**config.mk**
```make
export PLATFORM = sky130hd
export DESIGN_NAME = mem_access_arbiter_flat
export DESIGN_NICKNAME = d
export VERILOG_FILES = /design/src/rtl/mem_access_arbiter_pkg.sv /design/src/rtl/mem_access_arbiter_if.sv /design/src/rtl/mem_access_arbiter.sv /design/src/flat_wrapper.sv
export SDC_FILE = /design/constraint.sdc
export NUM_CORES = 1
export LEC_CHECK = 0
export ABC_AREA = 1
export BUFFER_PORTS_ARGS = -buffer_cell sky130_fd_sc_hd__buf_2
export CAP_MARGIN = 0
export CELL_PAD_IN_SITES_DETAIL_PLACEMENT = 0
export CELL_PAD_IN_SITES_GLOBAL_PLACEMENT = 1
export CORE_MARGIN = 2
export CORE_UTILIZATION = 30
export CTS_BUF_LIST = sky130_fd_sc_hd__clkbuf_4 sky130_fd_sc_hd__clkbuf_8
export DETAILED_ROUTE_END_ITERATION = 6
export HOLD_SLACK_MARGIN = 0.03
export PLACE_DENSITY_LB_ADDON = 0.15
export SYNTH_ARGS = -nofsm -noshare
export SYNTH_HDL_FRONTEND = slang
export SYNTH_SLANG_ARGS = --single-unit
```
**constraint.sdc**
```tcl
create_clock -name clock -period 1 [get_ports clock]
set_input_delay 0.15 -clock clock [delete_from_list [all_inputs] [get_ports clock]]
set_output_delay 0.15 -clock clock [all_outputs]
set_load 0.05 [all_outputs]
```
**src/rtl/mem_access_arbiter_pkg.sv**
```systemverilog
// Shared constants for the memory-access path: opcodes, arbiter
// state encoding and active-low strobe levels.
package mem_access_arbiter_pkg;

    localparam int unsigned XLEN = 16;

    localparam logic [3:0] OP_LW    = 4'h8;
    localparam logic [3:0] OP_LW_SP = 4'h9;
    localparam logic [3:0] OP_SW    = 4'hA;
    localparam logic [3:0] OP_SW_SP = 4'hB;

    typedef enum logic [2:0] {
        ST_IDLE,
        ST_RD_ACCESS,
        ST_RD_DONE,
        ST_WR_SETUP,
        ST_WR_PULSE,
        ST_WR_HOLD
    } arb_state_e;

    typedef enum logic {
        GNT_IF,
        GNT_DM
    } arb_port_e;

    localparam logic STB_ON  = 1'b0;
    localparam logic STB_OFF = 1'b1;

    function automatic logic is_store(input logic [3:0] op);
        return (op == OP_SW) || (op == OP_SW_SP);
    endfunction

endpackage

```
**src/rtl/mem_access_arbiter_if.sv**
```systemverilog
// Fetch port, data port and shared SRAM bus of the memory arbiter.
// The slave modport is the arbiter's view; master is the core/SRAM side.
interface mem_access_arbiter_if;
    import mem_access_arbiter_pkg::*;

    logic            if_req;
    logic [XLEN-1:0] if_addr;
    logic [XLEN-1:0] if_rdata;
    logic            if_ack;

    logic            dm_req;
    logic            dm_we;
    logic [XLEN-1:0] dm_addr;
    logic [XLEN-1:0] dm_wdata;
    logic [XLEN-1:0] dm_rdata;
    logic            dm_ack;

    logic            stall_if;

    logic [XLEN-1:0] sram_addr;
    logic [XLEN-1:0] sram_dq_o;
    logic            sram_dq_oe;
    logic [XLEN-1:0] sram_dq_i;
    logic            sram_ce_n;
    logic            sram_oe_n;
    logic            sram_we_n;

    modport slave (
        input  if_req, if_addr, dm_req, dm_we, dm_addr, dm_wdata,
        input  sram_dq_i,
        output if_rdata, if_ack, dm_rdata, dm_ack, stall_if,
        output sram_addr, sram_dq_o, sram_dq_oe,
        output sram_ce_n, sram_oe_n, sram_we_n
    );

    modport master (
        output if_req, if_addr, dm_req, dm_we, dm_addr, dm_wdata,
        output sram_dq_i,
        input  if_rdata, if_ack, dm_rdata, dm_ack, stall_if,
        input  sram_addr, sram_dq_o, sram_dq_oe,
        input  sram_ce_n, sram_oe_n, sram_we_n
    );

endinterface

```
**src/rtl/mem_access_arbiter.sv**
```systemverilog
// Single-port SRAM arbiter between instruction fetch and data access.
// Data wins ties; every strobe and ack comes straight from a flop.
module mem_access_arbiter
    import mem_access_arbiter_pkg::*;
(
    input  logic                clock,
    input  logic                reset,
    mem_access_arbiter_if.slave bus
);

    arb_state_e      state_q;
    arb_port_e       port_q;
    logic [XLEN-1:0] addr_q;
    logic [XLEN-1:0] wdata_q;
    logic            ce_n_q;
    logic            oe_n_q;
    logic            we_n_q;
    logic            dq_oe_q;
    logic            if_ack_q;
    logic            dm_ack_q;
    logic [XLEN-1:0] if_rdata_q;
    logic [XLEN-1:0] dm_rdata_q;

    always_ff @(posedge clock) begin
        if (reset) begin
            state_q    <= ST_IDLE;
            port_q     <= GNT_IF;
            addr_q     <= '0;
            wdata_q    <= '0;
            ce_n_q     <= STB_OFF;
            oe_n_q     <= STB_OFF;
            we_n_q     <= STB_OFF;
            dq_oe_q    <= 1'b0;
            if_ack_q   <= 1'b0;
            dm_ack_q   <= 1'b0;
            if_rdata_q <= '0;
            dm_rdata_q <= '0;
        end else begin
            if_ack_q <= 1'b0;
            dm_ack_q <= 1'b0;
            unique case (state_q)
                ST_IDLE: begin
                    if (bus.dm_req) begin
                        port_q  <= GNT_DM;
                        addr_q  <= bus.dm_addr;
                        wdata_q <= bus.dm_wdata;
                        ce_n_q  <= STB_ON;
                        if (bus.dm_we) begin
                            dq_oe_q <= 1'b1;
                            state_q <= ST_WR_SETUP;
                        end else begin
                            oe_n_q  <= STB_ON;
                            state_q <= ST_RD_ACCESS;
                        end
                    end else if (bus.if_req) begin
                        port_q  <= GNT_IF;
                        addr_q  <= bus.if_addr;
                        ce_n_q  <= STB_ON;
                        oe_n_q  <= STB_ON;
                        state_q <= ST_RD_ACCESS;
                    end
                end
                ST_RD_ACCESS: begin
                    // SRAM word is sampled here, at the end of the access cycle
                    ce_n_q <= STB_OFF;
                    oe_n_q <= STB_OFF;
                    if (port_q == GNT_DM) begin
                        dm_rdata_q <= bus.sram_dq_i;
                        dm_ack_q   <= 1'b1;
                    end else begin
                        if_rdata_q <= bus.sram_dq_i;
                        if_ack_q   <= 1'b1;
                    end
                    state_q <= ST_RD_DONE;
                end
                ST_RD_DONE: begin
                    state_q <= ST_IDLE;
                end
                ST_WR_SETUP: begin
                    we_n_q  <= STB_ON;
                    state_q <= ST_WR_PULSE;
                end
                ST_WR_PULSE: begin
                    we_n_q   <= STB_OFF;
                    dm_ack_q <= 1'b1;
                    state_q  <= ST_WR_HOLD;
                end
                ST_WR_HOLD: begin
                    ce_n_q  <= STB_OFF;
                    dq_oe_q <= 1'b0;
                    state_q <= ST_IDLE;
                end
                default: begin
                    state_q <= ST_IDLE;
                end
            endcase
        end
    end

    assign bus.if_rdata   = if_rdata_q;
    assign bus.if_ack     = if_ack_q;
    assign bus.dm_rdata   = dm_rdata_q;
    assign bus.dm_ack     = dm_ack_q;
    assign bus.stall_if   = bus.if_req & ~if_ack_q;
    assign bus.sram_addr  = addr_q;
    assign bus.sram_dq_o  = wdata_q;
    assign bus.sram_dq_oe = dq_oe_q;
    assign bus.sram_ce_n  = ce_n_q;
    assign bus.sram_oe_n  = oe_n_q;
    assign bus.sram_we_n  = we_n_q;

endmodule

```
**src/flat_wrapper.sv**
```systemverilog
// flat-port wrapper written by rule: the top's interface ports become plain ports
module mem_access_arbiter_flat import mem_access_arbiter_pkg::*;
  (clock, reset, bus_if_req, bus_if_addr, bus_dm_req, bus_dm_we, bus_dm_addr, bus_dm_wdata, bus_sram_dq_i, bus_if_rdata, bus_if_ack, bus_dm_rdata, bus_dm_ack, bus_stall_if, bus_sram_addr, bus_sram_dq_o, bus_sram_dq_oe, bus_sram_ce_n, bus_sram_oe_n, bus_sram_we_n);
  mem_access_arbiter_if bus_i ();
  input  logic clock;
  input  logic reset;
  input wire logic [$bits(bus_i.if_req)-1:0] bus_if_req;
  input wire logic [$bits(bus_i.if_addr)-1:0] bus_if_addr;
  input wire logic [$bits(bus_i.dm_req)-1:0] bus_dm_req;
  input wire logic [$bits(bus_i.dm_we)-1:0] bus_dm_we;
  input wire logic [$bits(bus_i.dm_addr)-1:0] bus_dm_addr;
  input wire logic [$bits(bus_i.dm_wdata)-1:0] bus_dm_wdata;
  input wire logic [$bits(bus_i.sram_dq_i)-1:0] bus_sram_dq_i;
  output wire logic [$bits(bus_i.if_rdata)-1:0] bus_if_rdata;
  output wire logic [$bits(bus_i.if_ack)-1:0] bus_if_ack;
  output wire logic [$bits(bus_i.dm_rdata)-1:0] bus_dm_rdata;
  output wire logic [$bits(bus_i.dm_ack)-1:0] bus_dm_ack;
  output wire logic [$bits(bus_i.stall_if)-1:0] bus_stall_if;
  output wire logic [$bits(bus_i.sram_addr)-1:0] bus_sram_addr;
  output wire logic [$bits(bus_i.sram_dq_o)-1:0] bus_sram_dq_o;
  output wire logic [$bits(bus_i.sram_dq_oe)-1:0] bus_sram_dq_oe;
  output wire logic [$bits(bus_i.sram_ce_n)-1:0] bus_sram_ce_n;
  output wire logic [$bits(bus_i.sram_oe_n)-1:0] bus_sram_oe_n;
  output wire logic [$bits(bus_i.sram_we_n)-1:0] bus_sram_we_n;
  assign bus_i.if_req = bus_if_req;
  assign bus_i.if_addr = bus_if_addr;
  assign bus_i.dm_req = bus_dm_req;
  assign bus_i.dm_we = bus_dm_we;
  assign bus_i.dm_addr = bus_dm_addr;
  assign bus_i.dm_wdata = bus_dm_wdata;
  assign bus_i.sram_dq_i = bus_sram_dq_i;
  assign bus_if_rdata = bus_i.if_rdata;
  assign bus_if_ack = bus_i.if_ack;
  assign bus_dm_rdata = bus_i.dm_rdata;
  assign bus_dm_ack = bus_i.dm_ack;
  assign bus_stall_if = bus_i.stall_if;
  assign bus_sram_addr = bus_i.sram_addr;
  assign bus_sram_dq_o = bus_i.sram_dq_o;
  assign bus_sram_dq_oe = bus_i.sram_dq_oe;
  assign bus_sram_ce_n = bus_i.sram_ce_n;
  assign bus_sram_oe_n = bus_i.sram_oe_n;
  assign bus_sram_we_n = bus_i.sram_we_n;
  mem_access_arbiter u_core (.clock(clock), .reset(reset), .bus(bus_i));
endmodule
```
== Word-level counts from Yosys, hierarchy flattened ==
Cells that the tools add are included.

* Output and inout bits: 71
* Logic and storage cells: 59
* Bits in registers: 74
* Input port bits: 69

* Mux-type cells: 20
* Bitwise gates (word level): 4
* Reduce and logical (&&, ||, !) cells: 15
* Equality and inequality tests: 8

{| class="wikitable"
|+ Operators by type and width
! cell !! count
|-
| $mux W16 || 2
|-
| $pmux W3 S4 || 1
|-
| $pmux W1 S2 || 5
|-
| $reduce_and A2 Y1 || 5
|-
| $reduce_bool A2 Y1 || 5
|-
| $mux W1 || 9
|-
| $eq A3 B3 Y1 const B || 2
|-
| $mux W3 || 2
|-
| $ne A3 B3 Y1 const B || 2
|-
| $reduce_and A3 Y1 || 2
|-
| $ne A2 B2 Y1 const B || 2
|-
| $reduce_or A2 Y1 || 2
|-
| $eq A3 B1 Y1 const B || 1
|-
| $eq A3 B2 Y1 const B || 1
|-
| $logic_not A3 Y1 || 1
|-
| $not A1 Y1 || 3
|-
| $mux W2 || 1
|-
| $and A1 B1 Y1 || 1
|}

== Depth between registers and ports, before layout ==
Gate-level depths: netlist of the first run.

* Depth in word-level cells: 4
* Mapped depth: 8
* Mapped depth without buffers: 6

== Worst setup path after synthesis of the first run ==
Ideal clock, no wire load.

* Path type: reg-to-output
* From: reg u_core.if_ack_q, in the netlist u_core.bus.if_ack
* To: out bus_stall_if
* Data arrival time: 1.190 ns
* Required time: 0.850 ns
* Slack: -0.340 ns
* Path buffers: 0
* Stages on the path, launching flop included: 2
* Path through: dfxtp_1 > nor2_1

* Cells in the longest elaborated chain, start to end: 2

{| class="wikitable"
|+ RTL lines
! item !! RTL line !! source
|-
| start, declared || mem_access_arbiter.sv:19 || <nowiki>logic if_ack_q;</nowiki>
|-
| start signal, assigned || mem_access_arbiter.sv:34 || <nowiki>if_ack_q <= 1'b0;</nowiki>
|-
| start signal, assigned || mem_access_arbiter.sv:39 || <nowiki>if_ack_q <= 1'b0;</nowiki>
|-
| start signal, assigned || mem_access_arbiter.sv:72 || <nowiki>if_ack_q <= 1'b1;</nowiki>
|-
| $not A1 Y1 || mem_access_arbiter.sv:104 || <nowiki>assign bus.stall_if = bus.if_req & ~if_ack_q;</nowiki>
|-
| $and A1 B1 Y1 || mem_access_arbiter.sv:104 ||
|-
| end, declared || flat_wrapper.sv:18 || <nowiki>output wire logic [$bits(bus_i.stall_if)-1:0] bus_stall_if;</nowiki>
|}

No other way between the ends.

== Worst setup path after layout of the first run ==
* From: reg u_core.state_q[0]
* To: reg u_core.wdata_q[7], in the netlist u_core.bus.sram_dq_o[7]

* Cells in the longest elaborated chain, start to end: 2

{| class="wikitable"
|+ RTL lines
! item !! RTL line !! source
|-
| start, declared || mem_access_arbiter.sv:11 || <nowiki>arb_state_e state_q;</nowiki>
|-
| start signal, assigned || mem_access_arbiter.sv:26 || <nowiki>state_q <= ST_IDLE;</nowiki>
|-
| start signal, assigned || mem_access_arbiter.sv:50 || <nowiki>state_q <= ST_WR_SETUP;</nowiki>
|-
| start signal, assigned || mem_access_arbiter.sv:53 || <nowiki>state_q <= ST_RD_ACCESS;</nowiki>
|-
| $logic_not A3 Y1 || mem_access_arbiter.sv:41 || <nowiki>unique case (state_q)</nowiki>
|-
| $reduce_and A2 Y1 (no source line) || - ||
|-
| end signal, assigned || mem_access_arbiter.sv:46 || <nowiki>wdata_q <= bus.dm_wdata;</nowiki>
|-
| end, declared || mem_access_arbiter.sv:14 || <nowiki>logic [XLEN-1:0] wdata_q;</nowiki>
|}

No other way between the ends.
A chain may end at the register's enable or synchronous reset.

==> impl_metrics.json, run 1 <==
{
  "cts-buffers-inserted": 9,
  "antennaDiodeCount": 0,
  "die_w_um": 108,
  "synth_seq_area_share": 0.458,
  "syn_nets": 537,
  "worst_pin_slew_ns": 0.254,
  "skew_ns": 0.00466,
  "nets": 706,
  "setup_slack_ns": -0.157,
  "worstHoldPathType": "input port to flop",
  "cts.sinks": 74,
  "gp_congestion": 0.752,
  "hold_ws_ns": 0.0731,
  "worstPathCellList": "nor2_4 -> buf_4 -> nand3_4 -> buf_2 -> nand2_1 -> a21oi_1",
  "fin_util": 0.540,
  "pre_cts_ws_ns": -0.123,
  "p_per_area_nw_per_um2": 1680,
  "first_pass_iters": 4,
  "finalPower_mw": 9.41,
  "timing.final.crit_share": 1.16,
  "initial_core_util": 0.312,
  "slowest_stage": "dfxtp_4",
  "area_growth_pct": 73.3,
  "cts_buffer_depth": 2,
  "grt_max_degree": 36,
  "rsz0062_at_grt": "true",
  "placed_cells": 740,
  "path_max_fanout": 4,
  "port_buffers": 139,
  "violations": "setup timing",
  "io_pins": 140,
  "r2r_setup_slack_ns": -0.16,
  "synth_cell_types": 22,
  "dieHeight_um": 108,
  "ys_ff_latch": 74,
  "fmax_mhz": 864,
  "maxCapViolCount": 0,
  "grt_pass1_wl_mm": 14.8,
  "final_cell_mix": "127 x nand2_1, 86 x nor2_1, 69 x buf_2, 66 x dfxtp_2, 64 x buf_8",
  "worst-setup-path-type": "flop to flop",
  "track_usage": 0.159,
  "grt_pass1_vias": 3227,
  "layout_commonest_cell": "nand2_1",
  "finalHoldViolations": 0,
  "stdcell_count": 778,
  "run_status": "finished, violations left",
  "maxSlewViolCount": 0,
  "core_area_um2": 10400,
  "synth_edf_count": 0,
  "rows": 37,
  "yosys_warnings": 0,
  "cp.arrival_ns": 1.38,
  "ant_nets": 0,
  "ys.flop_type": "dfxtp_1",
  "netlist_instances": 468,
  "fillers": 1013,
  "cts_tree": "done",
  "antenna_found_initial": 0,
  "start_kind": "flop",
  "globalRouteOverflowTotal": 0,
  "post_drt_wl_per_cell_um": 12.6,
  "finalSetupViolCount": 78,
  "relSlewSlack": 0.831,
  "drt_iter0_markers": 129,
  "syn_area_per_cell_um2": 6.91,
  "async_flop_share": 0,
  "vias": 3514,
  "cp_slowest_stage_delay_ns": 0.37,
  "end_kind": "flop",
  "clockRootBuffer": "clkbuf_8",
  "die-area_um2": 11600,
  "netlist_area_um2": 3230,
  "drc": 0,
  "hpwl_mm": 6.50,
  "final_layout_size_suffix_gt1_frac": 0.495,
  "wirelength_mm": 9.79,
  "vias_per_cell": 4.52,
  "layout_min_cycle_time_ns": 1.16,
  "ctsHtreeMaxLevel": 3,
  "clkLatencyLatePin_ns": 0.34,
  "clkTransAtPathRegs_ns": 0.08,
  "vdd_drop_max_uv": 678,
  "critical_path_required_ns": 1.23,
  "p_leak_nw": 2.68
}
stage by stage:
stage / setup TNS [ns] / cell area [um^2]
global placement: -4.55 / 4230
CTS: -6.85 / 5310
finish: -7.48 / 5600
floorplan: -1.63 / 3290
detailed placement: -5.96 / 4230
global route: -13.62 / 5600
report_power, final:
| group | leakage, nW | switching (mW) | internal [mW] |
|---|---|---|---|
| logic | 1.94 | 1.87 | 1.40 |
| registers | 0.637 | 0.256 | 3.27 |
| clock network | 0.111 | 1.19 | 1.43 |
final cells by class:
cell class / instances / area (um^2) / area share
inverter: 42 / 166 / 0.0297
tap: 136 / 170 / 0.0304
sequential: 74 / 1590 / 0.285
clock buffer: 9 / 124 / 0.0221
timing repair inverter: 1 / 5.00 / 0.000894
clock inverter: 7 / 100 / 0.0179
timing repair buffer: 188 / 1890 / 0.338
multi-input combinational: 321 / 1550 / 0.276
cell families after synthesis:
kind of cell           share of synthesized area
DFF                                        0.458
and+or+nand+nor                            0.405
buffers and inverters                      0.103
AOI/OAI and AO/OA                         0.0341
metal layers:
| metal | wire length (um) | track usage | share of wire | up-vias |
|---|---|---|---|---|
| met1 | 4390 | 0.207 | 0.45 | 1594 |
| met3 | 554 | 0.0315 | 0.057 | 10 |
| met4 | 102 | 0.0595 | 0.010 | 0 |
| li1 | - | - | - | 1817 |
| met2 | 4740 | 0.259 | 0.48 | 93 |
| met5 | 0 | 0 | 0 | - |
sequential cells by signal, summed over array words and instances, names as in the netlist, 3 cells and up:
name                  flops
u_core.state_q            3
u_core.bus.if_rdata      16
u_core.bus.sram_dq_o     16
u_core.bus.dm_rdata      16
u_core.bus.sram_addr     16
final timing paths:
path	from	end	cells after the start
worst max-delay path	u_core.state_q[0]$_SDFFE_PP0P_	u_core.bus.sram_dq_o[7]$_SDFFE_PP0P_	6
worst min register to register	u_core.bus.dm_rdata[1]$_SDFFE_PP0P_	u_core.bus.dm_rdata[1]$_SDFFE_PP0P_	2
worst max register to register	u_core.state_q[0]$_SDFFE_PP0P_	u_core.bus.sram_dq_o[7]$_SDFFE_PP0P_	6
worst min-delay path	bus_dm_wdata[10]	u_core.bus.sram_dq_o[10]$_SDFFE_PP0P_	3
critical path: cells and delay by family, from the launching register on:
kind / cells / cell delay (ns)
DFF: 1 / 0.37
buffers and inverters: 2 / 0.31
and+or+nand+nor: 3 / 0.30
AOI/OAI and AO/OA: 1 / 0.06
synth_stat cells (2+ instances only):
| cell type | number | area share |
|---|---|---|
| inv_1 | 37 | 0.043 |
| clkbuf_1 | 12 | 0.014 |
| nor2_1 | 100 | 0.12 |
| clkinv_1 | 2 | 0.0023 |
| inv_2 | 2 | 0.0023 |
| buf_2 | 9 | 0.014 |
| a21oi_1 | 20 | 0.031 |
| o21ai_0 | 2 | 0.0031 |
| nand2_1 | 138 | 0.16 |
| buf_4 | 4 | 0.0093 |
| nor2_2 | 2 | 0.0039 |
| nand4_1 | 50 | 0.097 |
| buf_6 | 4 | 0.014 |
| nand3_1 | 3 | 0.0046 |
| nand3_2 | 2 | 0.0062 |
| dfxtp_1 | 74 | 0.46 |
| buf_1 | 2 | 0.0023 |
repair_timing:
item | CTS | global route
endpoints found under the setup margin | 141 | 144
hold buffers | 0 | 0
pin swaps | 4 | 12
hold endpoints to repair | 0 | 0
setup buffers | 10 | 8
gates resized for setup | 261 | 62
cloned | 2 | 2
(Power assumes the default switching activity.)
==> run 2: changes to the inputs <==
--- a/config.mk
+++ b/config.mk
@@ -15,6 +15,7 @@
 export CTS_BUF_LIST = sky130_fd_sc_hd__clkbuf_4 sky130_fd_sc_hd__clkbuf_8
 export DETAILED_ROUTE_END_ITERATION = 6
 export HOLD_SLACK_MARGIN = 0.03
+export MAX_ROUTING_LAYER = met4
 export PLACE_DENSITY_LB_ADDON = 0.15
 export SYNTH_ARGS = -nofsm -noshare
 export SYNTH_HDL_FRONTEND = slang
==> impl_metrics.json, run 2 (synthesized netlist as in run 1, its figures left out) <==
{
  "rows": 37,
  "cp_slowest_stage_delay_ns": 0.37,
  "cts_buffer_depth": 2,
  "r2r-start": "u_core.state_q[0]$_SDFFE_PP0P_",
  "violations": "setup timing",
  "start_kind": "flop",
  "port_buffers": 139,
  "ant_nets": 0,
  "crit_end": "u_core.bus.sram_dq_o[7]$_SDFFE_PP0P_",
  "core_area_um2": 10400,
  "slowest_stage": "dfxtp_4",
  "clkLatencyLatePin_ns": 0.34,
  "rsz0062_at_grt": "true",
  "initial_core_util": 0.312,
  "worst_pin_slew_ns": 0.261,
  "ctsHtreeMaxLevel": 3,
  "fmax_mhz": 865,
  "area_growth_pct": 73.3,
  "maxCapViolCount": 0,
  "layout_min_cycle_time_ns": 1.16,
  "final_cell_mix": "127 x nand2_1, 86 x nor2_1, 69 x buf_2, 66 x dfxtp_2, 64 x buf_8",
  "reg2reg_to": "u_core.bus.sram_dq_o[7]$_SDFFE_PP0P_",
  "setup_slack_ns": -0.156,
  "skew_ns": 0.00429,
  "final_layout_size_suffix_gt1_frac": 0.495,
  "vias": 3514,
  "run_status": "finished, violations left",
  "fin_util": 0.540,
  "p_per_area_nw_per_um2": 1680,
  "vias_per_cell": 4.52,
  "relSlewSlack": 0.826,
  "dieHeight_um": 108,
  "layout_commonest_cell": "nand2_1",
  "hpwl_mm": 6.50,
  "r2r_setup_slack_ns": -0.16,
  "maxSlewViolCount": 0,
  "placed_cells": 740,
  "grt_pass1_wl_mm": 14.8,
  "die-area_um2": 11600,
  "finalHoldViolations": 0,
  "grt_max_degree": 36,
  "critical_path_required_ns": 1.22,
  "finalSetupViolCount": 78,
  "p_leak_nw": 2.68,
  "gp_congestion": 0.762,
  "clkTransAtPathRegs_ns": 0.08,
  "wirelength_mm": 9.81,
  "antenna_found_initial": 0,
  "rr_worst_depth": 6,
  "antennaDiodeCount": 0,
  "cts_tree": "done",
  "worst-setup-path-type": "flop to flop",
  "post_drt_wl_per_cell_um": 12.6,
  "cp.arrival_ns": 1.38,
  "globalRouteOverflowTotal": 0,
  "nets": 706,
  "stdcell_count": 778,
  "cts.sinks": 74,
  "die_w_um": 108,
  "path_max_fanout": 4,
  "drt_iter0_markers": 105,
  "worstHoldPathType": "input port to flop",
  "cts-buffers-inserted": 9,
  "clockRootBuffer": "clkbuf_8",
  "timing.final.crit_share": 1.16,
  "crit_start": "u_core.state_q[0]$_SDFFE_PP0P_",
  "end_kind": "flop",
  "worstPathCellList": "nor2_4 -> buf_4 -> nand3_4 -> buf_2 -> nand2_1 -> a21oi_1",
  "vdd_drop_max_uv": 676,
  "drc": 0,
  "first_pass_iters": 4,
  "grt_pass1_vias": 3225,
  "io_pins": 140,
  "track_usage": 0.163
}
run 2: cell type report:
| cell class | count | area (um^2) |
|---|---|---|
| fill | 1013 | 4770 |
| inverter | 42 | 166 |
| clock buffer | 9 | 124 |
| timing repair inverter | 1 | 5.00 |
| sequential | 74 | 1590 |
| tap | 136 | 170 |
| timing repair buffer | 188 | 1890 |
| multi-input combinational | 321 | 1550 |
| clock inverter | 7 | 100 |
run 2: worst min-delay path by stage:
stage | depth (start not counted) | slack (ns) | end | startpoint
finish | 3 | 0.08 | u_core.bus.sram_dq_o[10]$_SDFFE_PP0P_ | bus_dm_wdata[10]
CTS | 3 | 0.05 | u_core.bus.sram_dq_o[6]$_SDFFE_PP0P_ | bus_dm_wdata[6]
floorplan | 1 | 0.22 | u_core.bus.sram_dq_o[15]$_SDFFE_PP0P_ | reset
global route | 3 | 0.05 | u_core.bus.sram_dq_o[15]$_SDFFE_PP0P_ | bus_dm_wdata[15]
global placement | 3 | 0.43 | u_core.bus.sram_dq_o[6]$_SDFFE_PP0P_ | bus_dm_wdata[6]
detailed placement | 3 | 0.44 | u_core.bus.sram_dq_o[6]$_SDFFE_PP0P_ | bus_dm_wdata[6]
run 2: repair_timing:
action                                  4_1_cts  5_1_grt
endpoints found under the setup margin      141      144
buffers inserted                             10        8
gates resized for setup                     261       62
hold buffers                                  0        0
pin swaps                                     4       12
gates cloned                                  2        2
run 2: layer usage:
layer,wire [um],up-vias,global-route usage,part of all wire
li1,-,1819,-,-
met1,4420,1593,0.211,0.45
met2,4770,92,0.260,0.49
met3,522,10,0.0242,0.053
met4,97,0,0.0595,0.0099
met5,0,-,-,0
run 2: per-stage QoR:
stage	hold WS (ns)	setup TNS, ns	setup slack (ns)	cell area, um^2	total power, mW
after floorplan	0.219	-1.63	-0.0605	3290	5.26
after global placement	0.429	-4.55	-0.107	4230	5.92
after detailed placement	0.436	-5.96	-0.123	4230	5.94
after CTS	0.0515	-6.85	-0.119	5310	9.33
after global routing	0.0540	-13.46	-0.236	5600	9.89
final	0.0757	-7.40	-0.156	5600	9.40
run 2: critical path: cells and delay by family (launching register included):
kind	cells	cell delay (ns)
flops	1	0.37
buf+inv	2	0.31
simple gates	3	0.30
compound gates	1	0.06
run 2: power by group:
group / internal [mW] / total [mW] / switching, mW
Clock: 1.43 / 2.61 / 1.18
Combinational: 1.40 / 3.27 / 1.86
Sequential: 3.27 / 3.52 / 0.256
==> run 3: changes to the inputs <==
--- a/config.mk
+++ b/config.mk
@@ -6,7 +6,7 @@
 export NUM_CORES = 1
 export LEC_CHECK = 0
 export ABC_AREA = 1
-export BUFFER_PORTS_ARGS = -buffer_cell sky130_fd_sc_hd__buf_2
+export BUFFER_PORTS_ARGS = -buffer_cell sky130_fd_sc_hd__buf_4
 export CAP_MARGIN = 0
 export CELL_PAD_IN_SITES_DETAIL_PLACEMENT = 0
 export CELL_PAD_IN_SITES_GLOBAL_PLACEMENT = 1
==> impl_metrics.json, run 3 (synthesized netlist as in run 1, its figures left out) <==
{
  "relSlewSlack": 0.837,
  "clkLatencyLatePin_ns": 0.34,
  "drc": 0,
  "setup_slack_ns": -0.0971,
  "finalPower_mw": 9.59,
  "cts.sinks": 74,
  "layout_commonest_cell": "nand2_1",
  "vias": 3466,
  "area_growth_pct": 72.3,
  "cp_slowest_stage_delay_ns": 0.40,
  "skew_ns": 0.0117,
  "postLayoutCellArea_um2": 5570,
  "timing.final.crit_share": 1.10,
  "pwr-share-seq": 0.367,
  "gp_congestion": 0.778,
  "finalSetupViolCount": 73,
  "io_pins": 140,
  "grt_max_degree": 35,
  "slowest_stage": "dfxtp_4",
  "final_cell_mix": "138 x nand2_1, 104 x buf_4, 99 x nor2_1, 70 x dfxtp_2, 57 x buf_8",
  "cts-buffers-inserted": 9,
  "post_drt_wl_per_cell_um": 12.2,
  "maxSlewViolCount": 0,
  "worst_pin_slew_ns": 0.245,
  "cp.arrival_ns": 1.33,
  "run_status": "finished, violations left",
  "fmax_mhz": 911,
  "placed_cells": 741,
  "clockRootBuffer": "clkbuf_8",
  "ant_nets": 0,
  "clkTransAtPathRegs_ns": 0.08,
  "path_max_fanout": 16,
  "grt_pass1_vias": 3191,
  "rsz0062_at_grt": "true",
  "p_sw_frac": 0.327,
  "cts_buffer_depth": 2,
  "p_per_area_nw_per_um2": 1720,
  "antennaDiodeCount": 0,
  "final_layout_size_suffix_gt1_frac": 0.448,
  "placed_cell_area_um2": 4590,
  "p_leak_nw": 2.69,
  "worstHoldPathType": "input port to flop",
  "ctsHoldBuffers": 0,
  "vdd_drop_max_uv": 831,
  "track_usage": 0.163,
  "wirelength_mm": 9.43,
  "cp_num_buf_inv": 2,
  "port_buffers": 139,
  "r2r-start": "u_core.state_q[0]$_SDFFE_PP0P_",
  "dieHeight_um": 108,
  "internal_power_mw": 6.45,
  "worst-setup-path-type": "flop to flop",
  "nets": 700,
  "combPwrFrac": 0.328,
  "maxCapViolCount": 0,
  "finalHoldViolations": 0,
  "layout_min_cycle_time_ns": 1.10,
  "worstPathCellList": "inv_2 -> nor2_4 -> clkbuf_16 -> nand4_1 -> nand2_1 -> nor2_1",
  "cts_tree": "done",
  "antenna_found_initial": 0,
  "pre_cts_ws_ns": -0.133,
  "critPathTopFamily": "flip-flops",
  "hp-start": "bus_dm_wdata[14]",
  "first_pass_iters": 4,
  "end_kind": "flop",
  "r2r_setup_slack_ns": -0.1,
  "core_area_um2": 10400,
  "stdcell_count": 772,
  "grt_pass1_wl_mm": 14.7,
  "crit_start": "u_core.state_q[0]$_SDFFE_PP0P_",
  "rows": 37,
  "switchingPower_mw": 3.13,
  "hpwl_mm": 6.56,
  "fillers": 999,
  "ctsHtreeMaxLevel": 3,
  "critical_path_required_ns": 1.23,
  "start_kind": "flop",
  "globalRouteOverflowTotal": 0,
  "die_w_um": 108,
  "violations": "setup timing",
  "clock_power_share": 0.305,
  "drt_iter0_markers": 119,
  "die-area_um2": 11600,
  "initial_core_util": 0.312,
  "vias_per_cell": 4.49
}
[run 3: changes by cell type in the layout (fill, tap and decap cells not counted), moves of 4 or more]
| cell | previous run | this run |
|---|---|---|
| buf_2 | 69 | 0 |
| buf_4 | 35 | 104 |
| buf_6 | 10 | 15 |
| buf_8 | 64 | 57 |
| dfxtp_2 | 66 | 70 |
| dfxtp_4 | 8 | 2 |
| nand2_1 | 127 | 138 |
| nand2_2 | 11 | 0 |
| nor2_1 | 86 | 99 |
| nor2_2 | 8 | 0 |
| nor2_4 | 9 | 4 |
[run 3: path summary, 6_finish.rpt]
check	to	cells past startpoint
setup / recovery	u_core.bus.dm_rdata[0]$_SDFFE_PP0P_	6
hold reg to reg	u_core.bus.sram_oe_n$_SDFFE_PP1P_	2
hold / removal	u_core.bus.sram_dq_o[14]$_SDFFE_PP0P_	3
setup reg to reg	u_core.bus.dm_rdata[0]$_SDFFE_PP0P_	6
[run 3: area by class of cell]
cell class | instances | area [um^2] | share of cell area
multi-input cells | 321 | 1450 | 0.260
repair buffers | 183 | 1950 | 0.350
clock buffers | 12 | 159 | 0.0285
inverters | 42 | 168 | 0.0301
flip-flops and latches | 74 | 1580 | 0.283
clock inverters | 4 | 97.6 | 0.0175
well taps | 136 | 170 | 0.0306
[run 3: routing by layer]
| layer | GRT usage | wire length [um] | share of wire | vias to the layer above |
|---|---|---|---|---|
| met5 | - | 0 | 0 | - |
| met1 | 0.208 | 4360 | 0.46 | 1553 |
| met2 | 0.261 | 4450 | 0.47 | 101 |
| met4 | 0.0549 | 83 | 0.0088 | 0 |
| li1 | - | - | - | 1802 |
| met3 | 0.0297 | 539 | 0.057 | 10 |
[run 3: timing repair]
action | in CTS | in global routing
endpoints found under the hold margin | 0 | 0
setup buffers | 6 | 8
pin swaps | 3 | 2
cloned | 0 | 1
endpoints found under the setup margin | 142 | 140
gates resized for setup | 178 | 26
[run 3: worst min-delay path, cell delays in order]
cell and delay (ns):
buf_4 0.11, nand4_1 0.07, a21oi_1 0.06
[run 3: power by group through the flow]
stage	Sequential (mW)	Clock (mW)	Combinational, mW
6_report	3.52	2.92	3.14
3_3_place_gp	3.44	0	2.72
5_1_grt	3.55	3.13	3.38
4_1_cts	3.50	3.02	3.02
3_5_place_dp	3.45	0	2.73
2_1_floorplan	4.32	0	0.939
[run 3: per-stage QoR]
stage                     TNS, ns  utilization  hold slack (ns)
after floorplan             -1.63            -            0.219
after global placement      -4.42        0.442            0.436
after detailed placement    -5.30        0.442            0.446
after CTS                   -4.66        0.520           0.0648
after global routing       -10.13        0.537           0.0792
final                       -4.33        0.537           0.0794
